<file path="src/rtl/instr_encoder_writer_if.sv">
`default_nettype none
// ============================================================================
// Module      : instr_encoder_writer_if
// Description : Decoded-instruction request channel (valid/ready) carrying
//               class, register indices, funct fields and immediate.
// Revision    : 1.0 - initial release
// ============================================================================
interface instr_encoder_writer_if;
  logic        req_valid;
  logic        req_ready;
  logic [4:0]  req_class;
  logic [4:0]  req_rd;
  logic [4:0]  req_rs1;
  logic [4:0]  req_rs2;
  logic [2:0]  req_funct3;
  logic [6:0]  req_funct7;
  logic [31:0] req_imm;

  // Request producer (loader / self-test)
  modport master (
    output req_valid, req_class, req_rd, req_rs1, req_rs2,
           req_funct3, req_funct7, req_imm,
    input  req_ready
  );

  // Request consumer (the encoder)
  modport slave (
    input  req_valid, req_class, req_rd, req_rs1, req_rs2,
           req_funct3, req_funct7, req_imm,
    output req_ready
  );
endinterface
`default_nettype wire

</file>
<file path="src/rtl/instr_encoder_writer.sv">
`default_nettype none
// ============================================================================
// Module      : instr_encoder_writer
// Description : Packs decoded instruction requests into RV32I words, buffers
//               them in a small FIFO and streams them into IMEM at
//               consecutive word addresses.
// Revision    : 1.0 - initial release
// ============================================================================
module instr_encoder_writer #(
  parameter int DEPTH  = 4,
  parameter int ADDR_W = 32
) (
  input  wire logic                     clk,
  input  wire logic                     rst_n,
  input  wire logic                     start,
  input  wire logic [ADDR_W-1:0]        base_addr,
  instr_encoder_writer_if.slave         req,
  output logic                          mem_wr_en,
  output logic [ADDR_W-1:0]             mem_addr,
  output logic [31:0]                   mem_wr_data,
  input  wire logic                     mem_wr_ready,
  output logic [$clog2(DEPTH):0]        count,
  output logic                          illegal
);

  localparam int PTR_W = $clog2(DEPTH);
  localparam int CNT_W = PTR_W + 1;

  localparam logic [4:0] c_cls_load   = 5'h00;
  localparam logic [4:0] c_cls_fence  = 5'h03;
  localparam logic [4:0] c_cls_op_imm = 5'h04;
  localparam logic [4:0] c_cls_auipc  = 5'h05;
  localparam logic [4:0] c_cls_store  = 5'h08;
  localparam logic [4:0] c_cls_op     = 5'h0C;
  localparam logic [4:0] c_cls_lui    = 5'h0D;
  localparam logic [4:0] c_cls_branch = 5'h18;
  localparam logic [4:0] c_cls_jalr   = 5'h19;
  localparam logic [4:0] c_cls_jal    = 5'h1B;

  localparam logic [CNT_W-1:0] c_full = CNT_W'(DEPTH);

  logic [31:0]       fifo_q [DEPTH];
  logic [31:0]       fifo_d [DEPTH];
  logic [PTR_W-1:0]  wr_ptr_q, wr_ptr_d;
  logic [PTR_W-1:0]  rd_ptr_q, rd_ptr_d;
  logic [CNT_W-1:0]  count_q, count_d;
  logic              mem_wr_en_q, mem_wr_en_d;
  logic [31:0]       mem_wr_data_q, mem_wr_data_d;
  logic [ADDR_W-1:0] mem_addr_q, mem_addr_d;
  logic              illegal_q, illegal_d;

  logic [31:0] enc_word;
  logic        enc_legal;
  logic        accept;
  logic        push;
  logic        pop;

  // Start blocks acceptance so a request never lands in a FIFO being flushed.
  assign req.req_ready = (count_q != c_full) && !start;
  assign accept        = req.req_valid && req.req_ready;
  assign push          = accept && enc_legal;
  assign pop           = mem_wr_en_q && mem_wr_ready;

  assign mem_wr_en   = mem_wr_en_q;
  assign mem_addr    = mem_addr_q;
  assign mem_wr_data = mem_wr_data_q;
  assign count       = count_q;
  assign illegal     = illegal_q;

  // Pack the request fields into the RV32I format selected by its class.
  always_comb begin
    enc_word  = '0;
    enc_legal = 1'b1;
    case (req.req_class)
      c_cls_op: enc_word = {req.req_funct7, req.req_rs2, req.req_rs1,
                            req.req_funct3, req.req_rd, req.req_class, 2'b11};
      c_cls_load, c_cls_fence, c_cls_op_imm, c_cls_jalr:
        enc_word = {req.req_imm[11:0], req.req_rs1, req.req_funct3,
                    req.req_rd, req.req_class, 2'b11};
      c_cls_store:
        enc_word = {req.req_imm[11:5], req.req_rs2, req.req_rs1, req.req_funct3,
                    req.req_imm[4:0], req.req_class, 2'b11};
      c_cls_branch:
        enc_word = {req.req_imm[12], req.req_imm[10:5], req.req_rs2, req.req_rs1,
                    req.req_funct3, req.req_imm[4:1], req.req_imm[11],
                    req.req_class, 2'b11};
      c_cls_auipc, c_cls_lui:
        enc_word = {req.req_imm[31:12], req.req_rd, req.req_class, 2'b11};
      c_cls_jal:
        enc_word = {req.req_imm[20], req.req_imm[10:1], req.req_imm[11],
                    req.req_imm[19:12], req.req_rd, req.req_class, 2'b11};
      default: enc_legal = 1'b0;
    endcase
  end

  // FIFO push/pop, write-port address and the registered head word. The head
  // is taken from the next-state array so a push into an empty FIFO appears
  // on the write port one cycle after acceptance.
  always_comb begin
    fifo_d        = fifo_q;
    wr_ptr_d      = wr_ptr_q;
    rd_ptr_d      = rd_ptr_q;
    count_d       = count_q;
    mem_addr_d    = mem_addr_q;
    illegal_d     = illegal_q;
    mem_wr_data_d = mem_wr_data_q;
    mem_wr_en_d   = mem_wr_en_q;

    if (start) begin
      wr_ptr_d    = '0;
      rd_ptr_d    = '0;
      count_d     = '0;
      mem_addr_d  = base_addr;
      illegal_d   = 1'b0;
      mem_wr_en_d = 1'b0;
    end else begin
      if (push) begin
        fifo_d[wr_ptr_q] = enc_word;
        wr_ptr_d         = wr_ptr_q + PTR_W'(1);
      end
      if (pop) begin
        rd_ptr_d   = rd_ptr_q + PTR_W'(1);
        mem_addr_d = mem_addr_q + ADDR_W'(4);
      end
      if (accept && !enc_legal) begin
        illegal_d = 1'b1;
      end
      count_d     = count_q + CNT_W'(push) - CNT_W'(pop);
      mem_wr_en_d = (count_d != '0);
      if (count_d != '0) begin
        mem_wr_data_d = fifo_d[rd_ptr_d];
      end
    end
  end

  // State registers; asynchronous reset returns every output to idle at once.
  always_ff @(posedge clk or negedge rst_n) begin
    if (!rst_n) begin
      for (int i = 0; i < DEPTH; i++) begin
        fifo_q[i] <= '0;
      end
      wr_ptr_q      <= '0;
      rd_ptr_q      <= '0;
      count_q       <= '0;
      mem_addr_q    <= '0;
      illegal_q     <= 1'b0;
      mem_wr_data_q <= '0;
      mem_wr_en_q   <= 1'b0;
    end else begin
      fifo_q        <= fifo_d;
      wr_ptr_q      <= wr_ptr_d;
      rd_ptr_q      <= rd_ptr_d;
      count_q       <= count_d;
      mem_addr_q    <= mem_addr_d;
      illegal_q     <= illegal_d;
      mem_wr_data_q <= mem_wr_data_d;
      mem_wr_en_q   <= mem_wr_en_d;
    end
  end

endmodule
`default_nettype wire

</file>
<file path="src/flat_wrapper.sv">
// flat-port wrapper written by rule: the top's interface ports become plain ports
module instr_encoder_writer_flat 
#(
  parameter int DEPTH  = 4,
  parameter int ADDR_W = 32
)
  (clk, rst_n, start, base_addr, mem_wr_en, mem_addr, mem_wr_data, mem_wr_ready, count, illegal, req_req_valid, req_req_class, req_req_rd, req_req_rs1, req_req_rs2, req_req_funct3, req_req_funct7, req_req_imm, req_req_ready);
  instr_encoder_writer_if req_i ();
  input  wire logic clk;
  input  wire logic rst_n;
  input  wire logic start;
  input  wire logic [ADDR_W-1:0] base_addr;
  output logic mem_wr_en;
  output logic [ADDR_W-1:0] mem_addr;
  output logic [31:0] mem_wr_data;
  input  wire logic mem_wr_ready;
  output logic [$clog2(DEPTH):0] count;
  output logic illegal;
  input wire logic [$bits(req_i.req_valid)-1:0] req_req_valid;
  input wire logic [$bits(req_i.req_class)-1:0] req_req_class;
  input wire logic [$bits(req_i.req_rd)-1:0] req_req_rd;
  input wire logic [$bits(req_i.req_rs1)-1:0] req_req_rs1;
  input wire logic [$bits(req_i.req_rs2)-1:0] req_req_rs2;
  input wire logic [$bits(req_i.req_funct3)-1:0] req_req_funct3;
  input wire logic [$bits(req_i.req_funct7)-1:0] req_req_funct7;
  input wire logic [$bits(req_i.req_imm)-1:0] req_req_imm;
  output wire logic [$bits(req_i.req_ready)-1:0] req_req_ready;
  assign req_i.req_valid = req_req_valid;
  assign req_i.req_class = req_req_class;
  assign req_i.req_rd = req_req_rd;
  assign req_i.req_rs1 = req_req_rs1;
  assign req_i.req_rs2 = req_req_rs2;
  assign req_i.req_funct3 = req_req_funct3;
  assign req_i.req_funct7 = req_req_funct7;
  assign req_i.req_imm = req_req_imm;
  assign req_req_ready = req_i.req_ready;
  instr_encoder_writer #(.DEPTH(DEPTH), .ADDR_W(ADDR_W)) u_core (.clk(clk), .rst_n(rst_n), .start(start), .base_addr(base_addr), .req(req_i), .mem_wr_en(mem_wr_en), .mem_addr(mem_addr), .mem_wr_data(mem_wr_data), .mem_wr_ready(mem_wr_ready), .count(count), .illegal(illegal));
endmodule
</file>
<file path="config.mk">
export PLATFORM = sky130hd
export DESIGN_NAME = instr_encoder_writer_flat
export DESIGN_NICKNAME = d
export VERILOG_FILES = /design/src/rtl/instr_encoder_writer_if.sv /design/src/rtl/instr_encoder_writer.sv /design/src/flat_wrapper.sv
export SDC_FILE = /design/constraint.sdc
export NUM_CORES = 1
export LEC_CHECK = 0
export CAP_MARGIN = 10
export CORE_MARGIN = 1
export CORE_UTILIZATION = 48
export CTS_BUF_LIST = sky130_fd_sc_hd__clkbuf_8 sky130_fd_sc_hd__clkbuf_16
export CTS_CLUSTER_DIAMETER = 60
export DETAILED_ROUTE_END_ITERATION = 10
export HOLD_SLACK_MARGIN = 0.06
export PLACE_DENSITY_LB_ADDON = 0.15
export SYNTH_ARGS = -nofsm -noshare
export SYNTH_HDL_FRONTEND = slang
export SYNTH_SLANG_ARGS = --single-unit
export TNS_END_PERCENT = 20
</file>
<file path="constraint.sdc">
create_clock -name clk -period 3.1 [get_ports clk]
set_input_delay 0.465 -clock clk [delete_from_list [all_inputs] [get_ports clk]]
set_output_delay 0.465 -clock clk [all_outputs]
set_load 0.01 [all_outputs]
</file>
**Word level (Yosys, flattened, before mapping)**

Cells that the tools add are included.

- Register bits after elaboration: 201
- Output and inout port bits: 70

- Bitwise operators: 3
- Add/sub/neg operators: 5
- Equality and inequality tests: 10
- Mux-type cells: 21
- $lt $le $gt $ge: 3
- Reduce and logical (&&, ||, !) cells: 17

Operators by type and width:

| cell | count |
|---|---|
| $mux 128 | 2 |
| $pmux 32 s6 | 1 |
| $mux 32 | 5 |
| $bwmux 128 | 1 |
| $bmux 32 s2 | 1 |
| $demux 32 s2 | 1 |
| $add 32x3->32 const B | 1 |
| $eq 5x4->1 const B | 3 |
| $eq 5x5->1 const B | 3 |
| $eq 5x3->1 const B | 2 |
| $mux 2 | 5 |
| $reduce_or 10->1 | 1 |
| $ge 3x3->1 const B | 2 |
| $logic_and 1x1->1 | 6 |
| $not 2->3 | 2 |
| $reduce_bool 2->1 | 3 |
| $eq 5x2->1 const B | 1 |
| $logic_not 5->1 | 1 |
| $add 2x1->2 const B | 2 |
| $mux 1 | 4 |
| $reduce_or 4->1 | 1 |
| $add 3x1->3 | 1 |
| $lt 3x1->1 const B | 1 |
| $mux 3 | 1 |
| other kinds (7) | 8 |

**Logic depth before layout (Yosys ltp)**

- Depth in word-level cells: 11
- Depth in mapped cells: 19
- Depth with buffers taken out: 15

**Worst setup path after synthesis**

OpenSTA, ideal clock, no wires.

- Path type: in2reg
- From: input req_req_class[0]
- To: register u_core.mem_wr_data_q[11] (netlist: u_core.mem_wr_data[11])
- Setup time: 0.120 ns
- Data required time: 2.980 ns
- Stages on the path: 16
- Setup slack: -0.543 ns
- Data arrival time: 3.523 ns
- Cell sequence: buf_4 -> or3b_4 -> a31oi_4 -> o21ai_4 -> inv_2 -> ha_1 -> inv_1 -> fa_1 -> xor2_1 -> xnor2_1 -> a31o_2 -> buf_2 -> nor3_1 -> o2bb2ai_1 -> a31oi_1 -> o211a_1

- Cells in the longest elaborated chain, start to end: 9
- Elaborated cells on any way between the ends: 26
- Classes of those cells: add/sub: 2; eq/ne: 9; mux: 8; reduce/logical: 7

RTL lines:

| what | RTL line | RTL |
|---|---|---|
| start, declared | flat_wrapper.sv:20 | `input wire logic [$bits(req_i.req_class)-1:0] req_req_class;` |
| parallel branches: the longest is 9 deep, another holds $add 3x1->3 | - |  |
| end signal, assigned | instr_encoder_writer.sv:156 | `mem_wr_data_q <= mem_wr_data_d;` |
| end, declared | instr_encoder_writer.sv:48 | `logic [31:0] mem_wr_data_q, mem_wr_data_d;` |

Several ways; the timed one is not identified. The select of a mux whose other input is x is not followed.
A chain may end at the register's enable or synchronous reset.

**Worst setup path after layout**

- From: input req_req_class[4]
- To: register u_core.mem_wr_data_q[25] (netlist: u_core.mem_wr_data[25])

Same word-level chain as after synthesis.

==> impl_metrics.ini <==
[setup_path]
ff2ff_path_depth = 16
r2r-end = u_core.mem_wr_data[25]
end_kind = flip-flop
cp-start-kind = input port
timing.rr.start = u_core.count[1]
cp_max_fo = 13
r2r_setup_slack_ns = 0.12
critPathArrivalTime_ns = 3.42
path_class = input port to flip-flop
required_ns = 3.49

[cts]
cts.sinks = 201
cts_buffer_depth = 3
htreeDepth = 1
numCtsBuffers = 23
path_clk_slew_ns = 0.06
cts_root_buf = clkbuf_16
cts_tree = yes
clock_latency_ns = 0.51

[routing]
wl_per_cell_um = 18.0
drt_iter0_drc = 731
ant_nets = 0
first_pass_iters = 8
routed_wl_mm = 28.1
num_vias = 8732
via_per_inst = 5.60
drc = 0

[final_layout]
utilization = 0.674
stdcell_count = 1560
n_fill_cell = 1590
nets = 1385
syn2layout_area_growth_pct = 36.1
final_area_mm2 = 0.0133
drive_gt1_frac = 0.154
antenna_cells = 0

[die]
core.rowCount = 51
die_area_mm2 = 0.0209
die_h_um = 144
coreArea_mm2 = 0.0197
initial_core_util = 0.495
die_w_um = 144
pin_count = 169

[grt]
grt_pass1_wl_mm = 44.3
antenna_found_initial = 0
grt_usage = 0.275
grt.overflow.total = 0
grt_pass1_vias = 8406
grt_max_degree = 80

[power_and_ir_drop]
irDropWorstVdd_v = 0.000530
p_per_area_mw_per_mm2 = 700
p_leak_nw = 5.68

[sta]
finalCriticalPeriod_ns = 3.03
finalHoldViolCount = 0
tightest_slew_ns = 0.977
slew_viol_final = 0
final.period_utilization = 0.978
finalSetupViolations = 0
fin_worst_skew_ns = 0.00625
fmax_ghz = 0.330
slew_headroom = 0.349
worst_slack_ns = 0.0675

[yosys]
yosys-top-cells-count = nand2_1, dfrtp_1, o21ai_0
synthCells = 1046
synth-seq-cells = 201
synth_enable_flop_cells = 0
ys_seq_area_frac = 0.517
avgSynthCellArea_um2 = 9.31
syn-num-nets = 1153
synthArstFlopShare = 1.00
ys_warn_count = 0
synthTopCellsByArea = dfrtp_1, nand2_1, o21ai_0, a21oi_1, xor2_1
synthDistinctLibCells = 74
synth_top_area_frac = 0.517
synth_area_leader_cell = dfrtp_1
synth_area_mm2 = 0.00973
synth.most_common_cell = nand2_1
synthFlopType = dfrtp_1

[placement]
gp_congestion = 0.851
place_area_mm2 = 0.0123
place_ws_ns = -0.781
dp_cells = 1507
portBuffers = 168
dp_hpwl_mm = 19.7

[flow_run]
max_cap_violations = 0

[worst_hold_path]
hold_class = input port to flip-flop
hold_start = start
worstHoldPathCells = 4
min_to = u_core.illegal

[run_status]
status = finished clean
critical path, cell delays in order:
cell and delay, ns:
clkdlybuf4s50_1 0.51, buf_6 0.12, nand3_2 0.10, a31oi_4 0.24, o21ai_4 0.10, inv_2 0.08, ha_4 0.12, inv_2 0.03
fa_2 0.37, xor2_4 0.17, xnor2_2 0.15, a31o_4 0.29, inv_4 0.10, nand2_2 0.07, buf_12 0.16, a21oi_1 0.11
o221ai_1 0.12, o311ai_1 0.12
sequential cells by signal, indices dropped and copies added (netlist names):
register / flops
u_core.mem_wr_data: 32
u_core.rd_ptr_q: 2
u_core.count: 3
u_core.mem_addr: 32
u_core.fifo_q: 128
u_core.mem_wr_en: 1
u_core.illegal: 1
u_core.wr_ptr_q: 2
metrics by stage:
step	TNS [ns]	total power [W]	hold WS, ns
2_1_floorplan	-8.37	0.00489	0.169
3_3_place_gp	-17.62	0.00625	0.448
3_5_place_dp	-21.00	0.00631	0.449
4_1_cts	0	0.00919	0.298
5_1_grt	-0.0688	0.00975	0.328
6_report	0	0.00928	0.315
repair_timing:
item / CTS / global route
endpoints found under the setup margin: 32 / 31
gates resized for setup: 12 / 11
pin swaps: 3 / 8
hold buffers: 1 / 0
hold endpoints to repair: 75 / 0
buffers inserted: 9 / 1
worst max path at each step:
stage / startpoint / to / slack (ns) / cells past startpoint
after floorplan: req_req_class[0] / u_core.mem_wr_data[11] / -0.33 / 16
after global placement: req_req_class[3] / u_core.mem_wr_data[2] / -0.64 / 17
after detailed placement: req_req_class[3] / u_core.mem_wr_data[2] / -0.78 / 17
after CTS: req_req_class[4] / u_core.mem_wr_data[10] / 0.08 / 16
after global routing: req_req_class[4] / u_core.mem_wr_data[27] / -0.02 / 18
final: req_req_class[4] / u_core.mem_wr_data[25] / 0.07 / 18
cells in the final DEF (no fill, tap or decap), types with 8 or more instances in the layout:
cell type and count:
nand2b_1 9, o221ai_1 13, a222oi_1 10, xnor2_1 13
a22oi_1 13, xor2_1 19, a21oi_1 38, mux2i_1 9
a31oi_1 10, o22ai_1 8, nor2_1 40, clkdlybuf4s50_1 163
nand3_1 31, nand2_1 229, o211ai_1 14, nand4_1 9
inv_1 14, clkbuf_16 23, buf_4 99, dfrtp_1 201
nor3_1 8, a22o_1 14, o21ai_0 160
cell type report:
type                    count  area (um2)  area share
well taps                 265         332      0.0250
repair buffers            278        2580       0.195
clock inverters            16         143      0.0108
flip-flops and latches    201        5030       0.380
inverters                  15        58.8     0.00444
clock buffers              26         617      0.0466
multi-input cells         759        4490       0.339
layer usage:
| layer | vias to the layer above | wire (um) | global-route usage | share of wire |
|---|---|---|---|---|
| li1 | 4181 | - | - | - |
| met2 | 279 | 13300 | 0.442 | 0.47 |
| met5 | - | 0 | 0 | 0 |
| met3 | 36 | 1930 | 0.0457 | 0.068 |
| met4 | 0 | 418 | 0.0670 | 0.015 |
| met1 | 4236 | 12500 | 0.388 | 0.44 |
power by group:
part           switching [W]  leakage (nW)  total, W  internal [W]
Clock                0.00110         0.381   0.00270       0.00160
Combinational        0.00170          2.63   0.00328       0.00158
Sequential          0.000288          2.67   0.00330       0.00301
cell families (layout without fill, tap and decap cells):
family | Yosys count | in the layout | synth area share
compound gates | 330 | 330 | 0.219
fa+ha+maj | 8 | 8 | 0.0111
simple gates | 372 | 372 | 0.168
flops | 201 | 201 | 0.517
xor+xnor | 36 | 36 | 0.0324
mux | 13 | 13 | 0.0139
buf+inv | 86 | 335 | 0.0392
Note: power is estimated with default switching activity, not from simulation.
==> patch (same flow settings) <==
`DEPTH` is set to 4 in 2 places; all go to 8.
--- a/src/rtl/instr_encoder_writer.sv
+++ b/src/rtl/instr_encoder_writer.sv
@@ -9,3 +9,3 @@
 module instr_encoder_writer #(
-  parameter int DEPTH  = 4,
+  parameter int DEPTH  = 8,
   parameter int ADDR_W = 32
--- a/src/flat_wrapper.sv
+++ b/src/flat_wrapper.sv
@@ -3,3 +3,3 @@
 #(
-  parameter int DEPTH  = 4,
+  parameter int DEPTH  = 8,
   parameter int ADDR_W = 32
Ports: changed (resized count); port bits go from 169 to 170. The function was not compared with the original's and may differ.
==> patch against the unedited design <==
  * Sequential share of layout area down 1.5 points
  * Total power up 62%
  * Count of clock-buffer cells in the layout up 22
  * Largest cell class unchanged
  * Critical endpoint is now u_core.mem_wr_data[20]
  * Final area up 72%
  * Wire length up 94%
  * Area after synthesis up 73%
  * Sequential cell count up 131
  * Setup slack worse by 13 ps
==> patch: results <==
[outcome]
outcome = complete, no violations

[cts]
h-tree-depth = 2
cts_buffers = 39
insertion_delay_ps = 540

[setup_path]
max_stage_delay_ps = 390
cp_max_fo = 20
arrival_ps = 3470

[logic_synthesis]
synth_cell_types = 88
synthMuxAreaShare = 0.0463
synth_common_cells = dfrtp_1, o21ai_0, a21oi_1, nand2_1, nor2_1
synth_compound_area_frac = 0.250
ys_seq_area_frac = 0.495
synth_xor_area_frac = 0.0198

[drt]
via_count = 15400
drt_iter0_markers = 1092
firstDrtPassIters = 5

[finish]
fillers = 2735
layout.nets = 2253
largest_reg_flops = 256

[power_and_ir_drop]
leakage_nw = 10.4

[global_routing]
antenna_found_initial = 1
use_met1 = 0.402
grt_use_total = 0.311
grt_pass1_vias = 15900
use_met2 = 0.515
grt_pass1_wl_microns = 86900
grt_use_met3 = 0.0504

[min_path]
hold_class = flip-flop to flip-flop

[sta]
relSlewSlack = 0.395
fin_worst_skew_ps = 18.3

[place]
gp_congestion = 0.901
io_buffers = 169
## patch: path summary, 6_finish.rpt
check | startpoint | endpoint | cells after the start
setup / recovery | u_core.count[2] | u_core.mem_wr_data[20] | 14
hold / removal | u_core.fifo_q[65] | u_core.fifo_q[65] | 2
setup reg to reg | u_core.count[2] | u_core.mem_wr_data[20] | 14
hold reg to reg | u_core.fifo_q[65] | u_core.fifo_q[65] | 2
max in group asynchronous | rst_n | u_core.mem_wr_data[23] | 3
min in group asynchronous | rst_n | u_core.fifo_q[17] | 2
## patch: stage by stage
step	hold slack, ps	worst slack, ps	total power (W)	std cells
after floorplan	169	-285	0.00783	1733
final	447	54.6	0.0151	2628
after global placement	425	-317	0.0102	2556
after CTS	447	12.9	0.0151	2626
after global routing	469	-62.5	0.0158	2627
after detailed placement	433	-392	0.0103	2556
## patch: metal layers
| metal | up-vias | wire, microns |
|---|---|---|
| li1 | 7109 | - |
| met1 | 7543 | 22700 |
| met2 | 585 | 26000 |
| met3 | 125 | 3440 |
| met4 | 0 | 2370 |
| met5 | - | 0 |
## patch: final cells by class
class                           instances  area, sq um  area share
Antenna cell                            1         2.50    0.000110
Clock buffer                           48         1110      0.0488
Clock inverter                         20          213     0.00934
Inverter                               70          268      0.0118
Multi-Input combinational cell       1191         7690       0.338
Sequential cell                       332         8310       0.365
Tap cell                              455          569      0.0250
Timing Repair Buffer                  511         4610       0.203
## patch: repair_timing
item,4_1_cts,5_1_grt
buffers inserted,1,2
hold buffers,1,0
endpoints found under the setup margin,14,32
resized for setup,0,13
pin swaps,0,5
endpoints found under the hold margin,52,0
cloned,0,0
## patch: cells by family (layout without fill, tap and decap cells)
logic type,count (synthesis),after routing
xor gates and xnor gates,38,38
and+or+nand+nor,449,449
other,0,1
muxes,57,57
buffers and inverters,210,649
AOI/OAI and AO/OA,638,638
adders and majority gates,9,9
DFF,332,332
## patch: worst max-delay path: cells and delay by family, from the launching register on
kind | cells | cell delay, ps
AO/OA/AOI/OAI | 3 | 740
adder cells (fa/ha/maj) | 3 | 680
AND/OR/NAND/NOR | 3 | 540
flip-flops | 1 | 390
buffers and inverters | 4 | 380
XOR/XNOR | 1 | 180
## patch: power groups by stage
stage          Clock, W  Sequential, W  Combinational (W)
2_1_floorplan         0        0.00533            0.00250
3_3_place_gp          0        0.00530            0.00489
3_5_place_dp          0        0.00531            0.00498
4_1_cts         0.00477        0.00525            0.00503
5_1_grt         0.00496        0.00531            0.00549
6_report        0.00471        0.00526            0.00511
